`config.mk`:
```
export PLATFORM = sky130hd
export DESIGN_NAME = mem_access_unit
export DESIGN_NICKNAME = d
export VERILOG_FILES = /design/src/rtl/lime_mem_pkg.sv /design/src/rtl/mem_timeout_ctr.sv /design/src/rtl/mem_access_unit.sv
export SDC_FILE = /design/constraint.sdc
export NUM_CORES = 1
export LEC_CHECK = 0
export CAP_MARGIN = 20
export CORE_ASPECT_RATIO = 1.2
export CORE_MARGIN = 2
export CORE_UTILIZATION = 45
export CTS_CLUSTER_SIZE = 28
export DETAILED_ROUTE_END_ITERATION = 16
export GPL_ROUTABILITY_DRIVEN = 0
export GPL_TIMING_DRIVEN = 0
export PLACE_DENSITY = 0.85
export SLEW_MARGIN = 0
export SYNTH_ARGS = -nofsm -noshare
export SYNTH_HDL_FRONTEND = slang
export SYNTH_SLANG_ARGS = --single-unit
```
`constraint.sdc`:
```
create_clock -name CLK -period 3.07 [get_ports CLK]
set_input_delay 0.307 -clock CLK [delete_from_list [all_inputs] [get_ports CLK]]
set_output_delay 0.307 -clock CLK [all_outputs]
set_load 0.05 [all_outputs]
```
`src/rtl/lime_mem_pkg.sv`:
```
// Shared types and constants for the memory access stage.
package lime_mem_pkg;

    localparam int DEFAULT_ADDR_W = 16;
    localparam int DEFAULT_DATA_W = 16;

    typedef enum logic [1:0] {
        IDLE = 2'd0,
        WAIT = 2'd1,
        DONE = 2'd2
    } state_t;

    localparam logic DEST_MDR = 1'b0;
    localparam logic DEST_IR  = 1'b1;

endpackage

```
`src/rtl/mem_timeout_ctr.sv`:
```
// Wait-cycle counter; expire flags the cycle whose count equals TIMEOUT.
module mem_timeout_ctr #(
    parameter int CNT_W   = 8,
    parameter int TIMEOUT = 255
) (
    input  logic clk,
    input  logic rst_n,
    input  logic clr,
    input  logic en,
    output logic expire
);

    logic [CNT_W-1:0] count;

    always_ff @(posedge clk or negedge rst_n) begin
        if (!rst_n)
            count <= '0;
        else if (clr)
            count <= '0;
        else if (en)
            count <= count + 1'b1;
    end

    assign expire = (count == CNT_W'(TIMEOUT));

endmodule

```
`src/rtl/mem_access_unit.sv`:
```
// Memory-side stage: converts control strobes into a req/ack memory transaction,
// owns IR and MDR, and stalls the control FSM until the access completes.
module mem_access_unit
    import lime_mem_pkg::*;
#(
    parameter int ADDR_W  = DEFAULT_ADDR_W,
    parameter int DATA_W  = DEFAULT_DATA_W,
    parameter int TIMEOUT = 255,
    parameter int CNT_W   = 8
) (
    input  logic              CLK,
    input  logic              Reset_n,
    input  logic              MemR,
    input  logic              MemW,
    input  logic              IRWrite,
    input  logic              IoD,
    input  logic [ADDR_W-1:0] pc_addr,
    input  logic [ADDR_W-1:0] alu_out,
    input  logic [DATA_W-1:0] wdata,
    output logic              mem_req,
    output logic              mem_we,
    output logic [ADDR_W-1:0] mem_addr,
    output logic [DATA_W-1:0] mem_wdata,
    input  logic [DATA_W-1:0] mem_rdata,
    input  logic              mem_ack,
    output logic [DATA_W-1:0] ir_out,
    output logic [6:0]        ctrl_bits,
    output logic [DATA_W-1:0] mdr_out,
    output logic              stall,
    output logic              err
);

    state_t state, state_next;
    logic   cmd;
    logic   dest;
    logic   cnt_clr, cnt_en, expire;

    assign cmd       = MemR | MemW | IRWrite;
    assign ctrl_bits = ir_out[6:0];

    // Counting starts on the accepting IDLE edge so WAIT cycle k sees count == k.
    mem_timeout_ctr #(
        .CNT_W   (CNT_W),
        .TIMEOUT (TIMEOUT)
    ) u_timeout (
        .clk    (CLK),
        .rst_n  (Reset_n),
        .clr    (cnt_clr),
        .en     (cnt_en),
        .expire (expire)
    );

    always_ff @(posedge CLK or negedge Reset_n) begin
        if (!Reset_n)
            state <= IDLE;
        else
            state <= state_next;
    end

    always_comb begin
        state_next = state;
        stall      = 1'b0;
        cnt_clr    = 1'b0;
        cnt_en     = 1'b0;
        case (state)
            IDLE: begin
                stall = cmd;
                if (cmd) begin
                    cnt_en     = 1'b1;
                    state_next = WAIT;
                end else begin
                    cnt_clr = 1'b1;
                end
            end
            WAIT: begin
                stall  = 1'b1;
                cnt_en = 1'b1;
                if (mem_ack || expire)
                    state_next = DONE;
            end
            DONE: begin
                cnt_clr    = 1'b1;
                state_next = IDLE;
            end
            default: begin
                cnt_clr    = 1'b1;
                state_next = IDLE;
            end
        endcase
    end

    always_ff @(posedge CLK or negedge Reset_n) begin
        if (!Reset_n) begin
            mem_req   <= 1'b0;
            mem_we    <= 1'b0;
            mem_addr  <= '0;
            mem_wdata <= '0;
            dest      <= DEST_MDR;
            ir_out    <= '0;
            mdr_out   <= '0;
            err       <= 1'b0;
        end else begin
            case (state)
                IDLE: begin
                    if (cmd) begin
                        mem_req   <= 1'b1;
                        mem_we    <= MemW;
                        mem_addr  <= IoD ? alu_out : pc_addr;
                        mem_wdata <= wdata;
                        dest      <= IRWrite ? DEST_IR : DEST_MDR;
                        // Write wins an illegal read/write mix; the conflict is flagged.
                        if (MemW && (MemR || IRWrite))
                            err <= 1'b1;
                    end
                end
                WAIT: begin
                    if (mem_ack) begin
                        mem_req <= 1'b0;
                        if (!mem_we) begin
                            if (dest == DEST_IR)
                                ir_out <= mem_rdata;
                            else
                                mdr_out <= mem_rdata;
                        end
                    end else if (expire) begin
                        mem_req <= 1'b0;
                        err     <= 1'b1;
                    end
                end
                default: ;
            endcase
        end
    end

endmodule
```
==> results.ini <==
[outcome]
status=completed

[clock_network]
tritoncts=built
htree_levels=3
insertion_delay_ns=0.34
cts.sinks=78
cts.reportedPaths.clkPinSlew_ns=0.07
numCtsBuffers=9
cts-root-buf=clkbuf_8
clockBufferDepth=2

[synthesis]
synthesis.area_um2=3310
synth_top_family_by_area=multiplexers
yosys.cell_types.count=33
synth_seq_area_share=0.590
synth-simple-area-share=0.0431
synth_compound_area_frac=0.0329
synthAdderAreaFrac=0.00378
synth.largest_area_cell=dfrtp_1
muxShareOfSynthArea=0.283
ys_top_cells_by_count=dfrtp_1 (78), mux2_2 (70), mux2_4 (10), buf_4 (7), nor2_1 (6)
async_reset_ff_frac=1.00
synth-xor-area-share=0.00794
synth_top_area_share=0.590
syn_area_per_cell_um2=15.1
synth_edf_count=0
synthFlopType=dfrtp_1
yosysWarnings=0
syn_nets=291
synth_area_leaders=dfrtp_1 (59%), mux2_2 (24%), mux2_4 (4.5%), buf_4 (1.6%), nor2_1 (0.68%)
synth-seq-cells=78
yosysMostFrequentCell=dfrtp_1
synth_cells=219

[drt]
drc=0
drt_pass1_iterations=4
via_per_inst=5.02
avgRoutedWirePerCell_um=15.8
vias=2365
drtAntennaViolNets=0
finalWirelength_um=7430
drtIter0Drc=17

[place]
io_buffers=144
hpwl_um=5650

[worst_setup_path]
r2r_cells=5
path_max_fanout=8
timing.rr.start=state[1]$_DFFE_PN0P_
critPathLaunch=IRWrite
cp-start-kind=input port
setup.worst_path.end_class=output port
crit_type=input port to output port
worstPathRequired_ns=2.76
crit_arrival_ns=2.32

[worst_hold_path]
hp-class=input port to async pin

[die]
core_um2=7190
core.rowCount=34
die_area_um2=8060
die_x_um=82.3
ios=146
die_h_um=98.0
initial_core_util=0.460

[timing]
maxSlewViolCount=0
setup_viol_count_final=0
clock.fmax_mhz=380
clock_skew_ns=0.00781
fin_tns_setup_ns=0
layout_min_cycle_time_ns=2.63
rsz0062_at_grt=false
worst_slew_margin_rel=0.527
max_slew.worst_pin.slew_ns=0.706
period_share=0.856
hold_viol_final=0

[global_routing]
grt_pass1_wl_um=12200
antenna_found_initial=0
grtUsageTotal=0.199
overflow=0
grt_max_degree=47
grt_pass1_vias=2556

[layout]
nFillCells=521
drive_gt1_frac=0.299
utilization=0.712
synthToLayoutAreaGrowth_pct=54.5
antenna_cells=0
nNetsFinal=448

[power]
power.ir.vdd_worst_v=0.000743
p_leak_nw=2.17
p_per_area_nw_per_um2=1280

[job]
cap_violations=0

## area by class of cell
class                   instances  area [um^2]  area share
flip-flops and latches         78         1950       0.382
well taps                      90          113      0.0220
clock inverters                 3         67.6      0.0132
plain buffers                  16          115      0.0225
inverters                       4         15.0     0.00293
multi-input cells             121         1230       0.240
clock buffers                  13          149      0.0291
repair buffers                146         1480       0.289
## through the flow
stage | hold slack (ns) | worst slack [ns] | cells | total power [mW] | instance area, um^2
finish | 0.453 | 0.441 | 471 | 6.56 | 5120
global route | 0.495 | 0.267 | 471 | 6.88 | 5120
CTS | 0.457 | 0.401 | 471 | 6.62 | 5120
detailed placement | 0.292 | 0.404 | 454 | 5.77 | 4890
global placement | 0.452 | -1.03 | 453 | 5.67 | 4860
floorplan | 0.0114 | 1.24 | 219 | 4.44 | 3310
## where the power goes
part           switching, mW  total (mW)  internal, mW
clock                  0.351       0.832         0.482
sequential             0.298        1.82          1.52
combinational           2.37        3.91          1.54
total                   3.02        6.56          3.54
## flip-flops by register name, summed over array words and instances, names as in the netlist
signal	flops
dest	1
err	1
ir_out	16
mdr_out	16
mem_addr	16
mem_req	1
mem_wdata	16
mem_we	1
state	2
u_timeout.count	8
## routing by layer
layer	track usage	up-vias	wire (um)
met1	0.237	1166	2790
met3	0.0555	15	579
met5	0	-	0
li1	-	1083	-
met4	0.0872	0	199
met2	0.328	101	3850
## path summary, 6_finish.rpt
path                                                  end  slack (ns)
setup reg to reg                   ir_out[14]$_DFFE_PN0P_        1.23
setup / recovery                                    stall        0.44
max in group asynchronous              mem_we$_DFFE_PN0P_        2.04
hold / removal                  mem_wdata[11]$_DFFE_PN0P_        0.45
min in group CLK           u_timeout.count[0]$_DFFE_PN0P_        0.50
hold reg to reg            u_timeout.count[0]$_DFFE_PN0P_        0.50
## layout by cell type, fill, tap and decap left out, types with 2 or more instances in the layout
cell	instances
a22o_1	2
nand2_1	2
clkbuf_1	6
nand3_1	3
clkdlybuf4s50_1	143
clkbuf_8	10
or3_1	3
xnor2_1	2
bufinv_16	2
buf_4	8
buf_2	4
dfrtp_1	78
mux2_2	70
nor2_1	6
a21oi_1	3
inv_1	4
o21ai_0	4
mux2_4	10
## critical path, cell delays in order
cell             delay (ns)
clkdlybuf4s50_1        0.48
nor4_1                 0.29
or2_2                  0.15
clkbuf_1               0.28
inv_1                  0.11
clkdlybuf4s50_1        0.71
## kinds of logic (layout without fill, tap and decap cells)
| family | after synthesis | after routing |
|---|---|---|
| muxes | 80 | 80 |
| DFF | 78 | 78 |
| and+or+nand+nor | 22 | 22 |
| buffers and inverters | 20 | 182 |
| AOI/OAI and AO/OA | 15 | 15 |
| xor gates and xnor gates | 3 | 3 |
| adders and majority gates | 1 | 1 |
## timing repair
action / 4_1_cts / 5_1_grt
buffers inserted: 0 / 0
hold endpoints to repair: 32 / 0
resized for setup: 0 / 0
hold buffers: 1 / 0
(Power assumes the default switching activity.)
==> patch: new RTL, config.mk and constraints unchanged <==
Encoding of `state_t`: now one-hot (3 bits for 3 states).
--- a/src/rtl/lime_mem_pkg.sv
+++ b/src/rtl/lime_mem_pkg.sv
@@ -4,10 +4,10 @@
     localparam int DEFAULT_ADDR_W = 16;
     localparam int DEFAULT_DATA_W = 16;
 
-    typedef enum logic [1:0] {
-        IDLE = 2'd0,
-        WAIT = 2'd1,
-        DONE = 2'd2
+    typedef enum logic [2:0] {
+        IDLE = 3'b001,
+        WAIT = 3'b010,
+        DONE = 3'b100
     } state_t;
 
     localparam logic DEST_MDR = 1'b0;
Formal check against the unedited RTL: no difference found for any inputs over 4 cycles, from zero or initial values and one cycle with Reset_n low; so few cycles prove little.
==> patch against the unedited design <==
Design area rose by 1.6%. Area after synthesis grew 2.4%. Routed wire length grew 6.0%. Non-clock buffer count is 3 higher. Sequential cell count rose by 1. Combinational power down 3%. Worst setup slack worse by 210 ps. Die area is 2.3% higher. Clock power decreased by 1%. Total power is 2.3% lower. Via count is 5.9% higher. Global-route usage is 0.67 points lower. Critical path depth unchanged. Largest cell class unchanged.
==> patch: results <==
{
  "outcome": "finished, final reports clean",
  "wl_met3_um": 526,
  "yosysSeqAreaShare": 0.584,
  "synth_adder_area_share": 0.00369,
  "leakage_nw": 2.29,
  "reg2reg_from": "state[0]$_DFFE_PN1P_",
  "vias": 2504,
  "wl_met2_mm": 4.09,
  "syn_nets": 315,
  "met1_length_mm": 3.17,
  "rrSetupSlack_ps": 1150,
  "grt_usage": 0.192,
  "critPathSlowestCell": "clkdlybuf4s50_1",
  "synth_area_leaders": "dfrtp_1 (58%), mux2_4 (8.9%), a21oi_1 (5.3%)",
  "hpwl_mm": 5.84,
  "dpl_cell_area_sq_um": 4970,
  "path_clk_slew_ps": 80,
  "synth_cell_types": 34,
  "fillers": 507,
  "place_ws_ps": 121,
  "arrival_ps": 2540,
  "yosys.area_share.xor_xnor": 0.00775,
  "p_sw_frac": 0.465,
  "drt_iter0_drc": 73,
  "drt-total-wl_mm": 7.87,
  "seqPwrFrac": 0.279,
  "crit_path_max_fanout": 10,
  "nets": 472,
  "finClkSkew_ps": 11.1,
  "r2r-end": "mem_wdata[5]$_DFFE_PN0P_",
  "grt_pass1_wl_mm": 12.6,
  "antenna_found_initial": 0,
  "max-vdd-ir-drop_uv": 786,
  "synth_common_cells": "dfrtp_1 (78), a21oi_1 (36), mux2_4 (20)",
  "yosys-mux-area-fraction": 0.229,
  "grt_max_degree": 72,
  "synth_compound_area_frac": 0.0779,
  "synth_warnings": 0,
  "final_layout_size_suffix_gt1_frac": 0.176,
  "whs_ps": 343,
  "tightest_slew_ps": 681,
  "clk-insertion-delay-late_ps": 340,
  "grt_pass1_vias": 2602,
  "reg2reg_depth": 5
}
[patch: cell families after synthesis]
kind of cell               after synthesis
DFF                                     79
adders and majority gates                1
AOI/OAI and AO/OA                       48
muxes                                   64
and+or+nand+nor                         27
buffers and inverters                   21
xor gates and xnor gates                 3
[patch: stage by stage]
stage	utilization	setup TNS (ps)	std cells
after global routing	0.714	0	494
after global placement	0.680	-75030	477
after CTS	0.713	0	494
after detailed placement	0.683	0	478
after floorplan	-	0	243
final	0.714	0	494
[patch: layout make-up]
type / count / share of cell area
Tap cell: 90 / 0.0217
Clock inverter: 4 / 0.0135
Clock buffer: 11 / 0.0272
Timing Repair Buffer: 146 / 0.284
Inverter: 2 / 0.00144
Buffer: 19 / 0.0258
Multi-Input combinational cell: 143 / 0.246
Sequential cell: 79 / 0.381
[patch: power by group through the flow]
stage               logic, mW  registers (mW)  clock network (mW)
finish                   3.80            1.79               0.824
global route             3.95            1.85               0.895
global placement         3.75            1.78                   0
CTS                      3.82            1.79               0.845
detailed placement       3.81            1.79                   0
floorplan                1.08            3.24                   0
[patch: repair_timing]
action,4_1_cts,5_1_grt
gates resized for setup,0,1
hold buffers,1,0
setup buffers,0,0
endpoints found under the setup margin,0,1
endpoints found under the hold margin,8,0
[patch: per-layer routing]
layer  global-route usage  up-vias
met5                    0        -
met4               0.0681        0
met3               0.0469        8
met2                0.333       98
met1                0.233     1223
li1                     -     1175
[patch: how the worst max path moves through the flow]
stage	start	endpoint	slack (ps)	depth (start not counted)
after global routing	MemW	stall	100	6
after detailed placement	MemW	stall	120	6
final	MemW	stall	230	6
after global placement	Reset_n	mem_addr[10]$_DFFE_PN0P_	-960	1
after floorplan	MemR	stall	1280	4
after CTS	MemW	stall	130	6
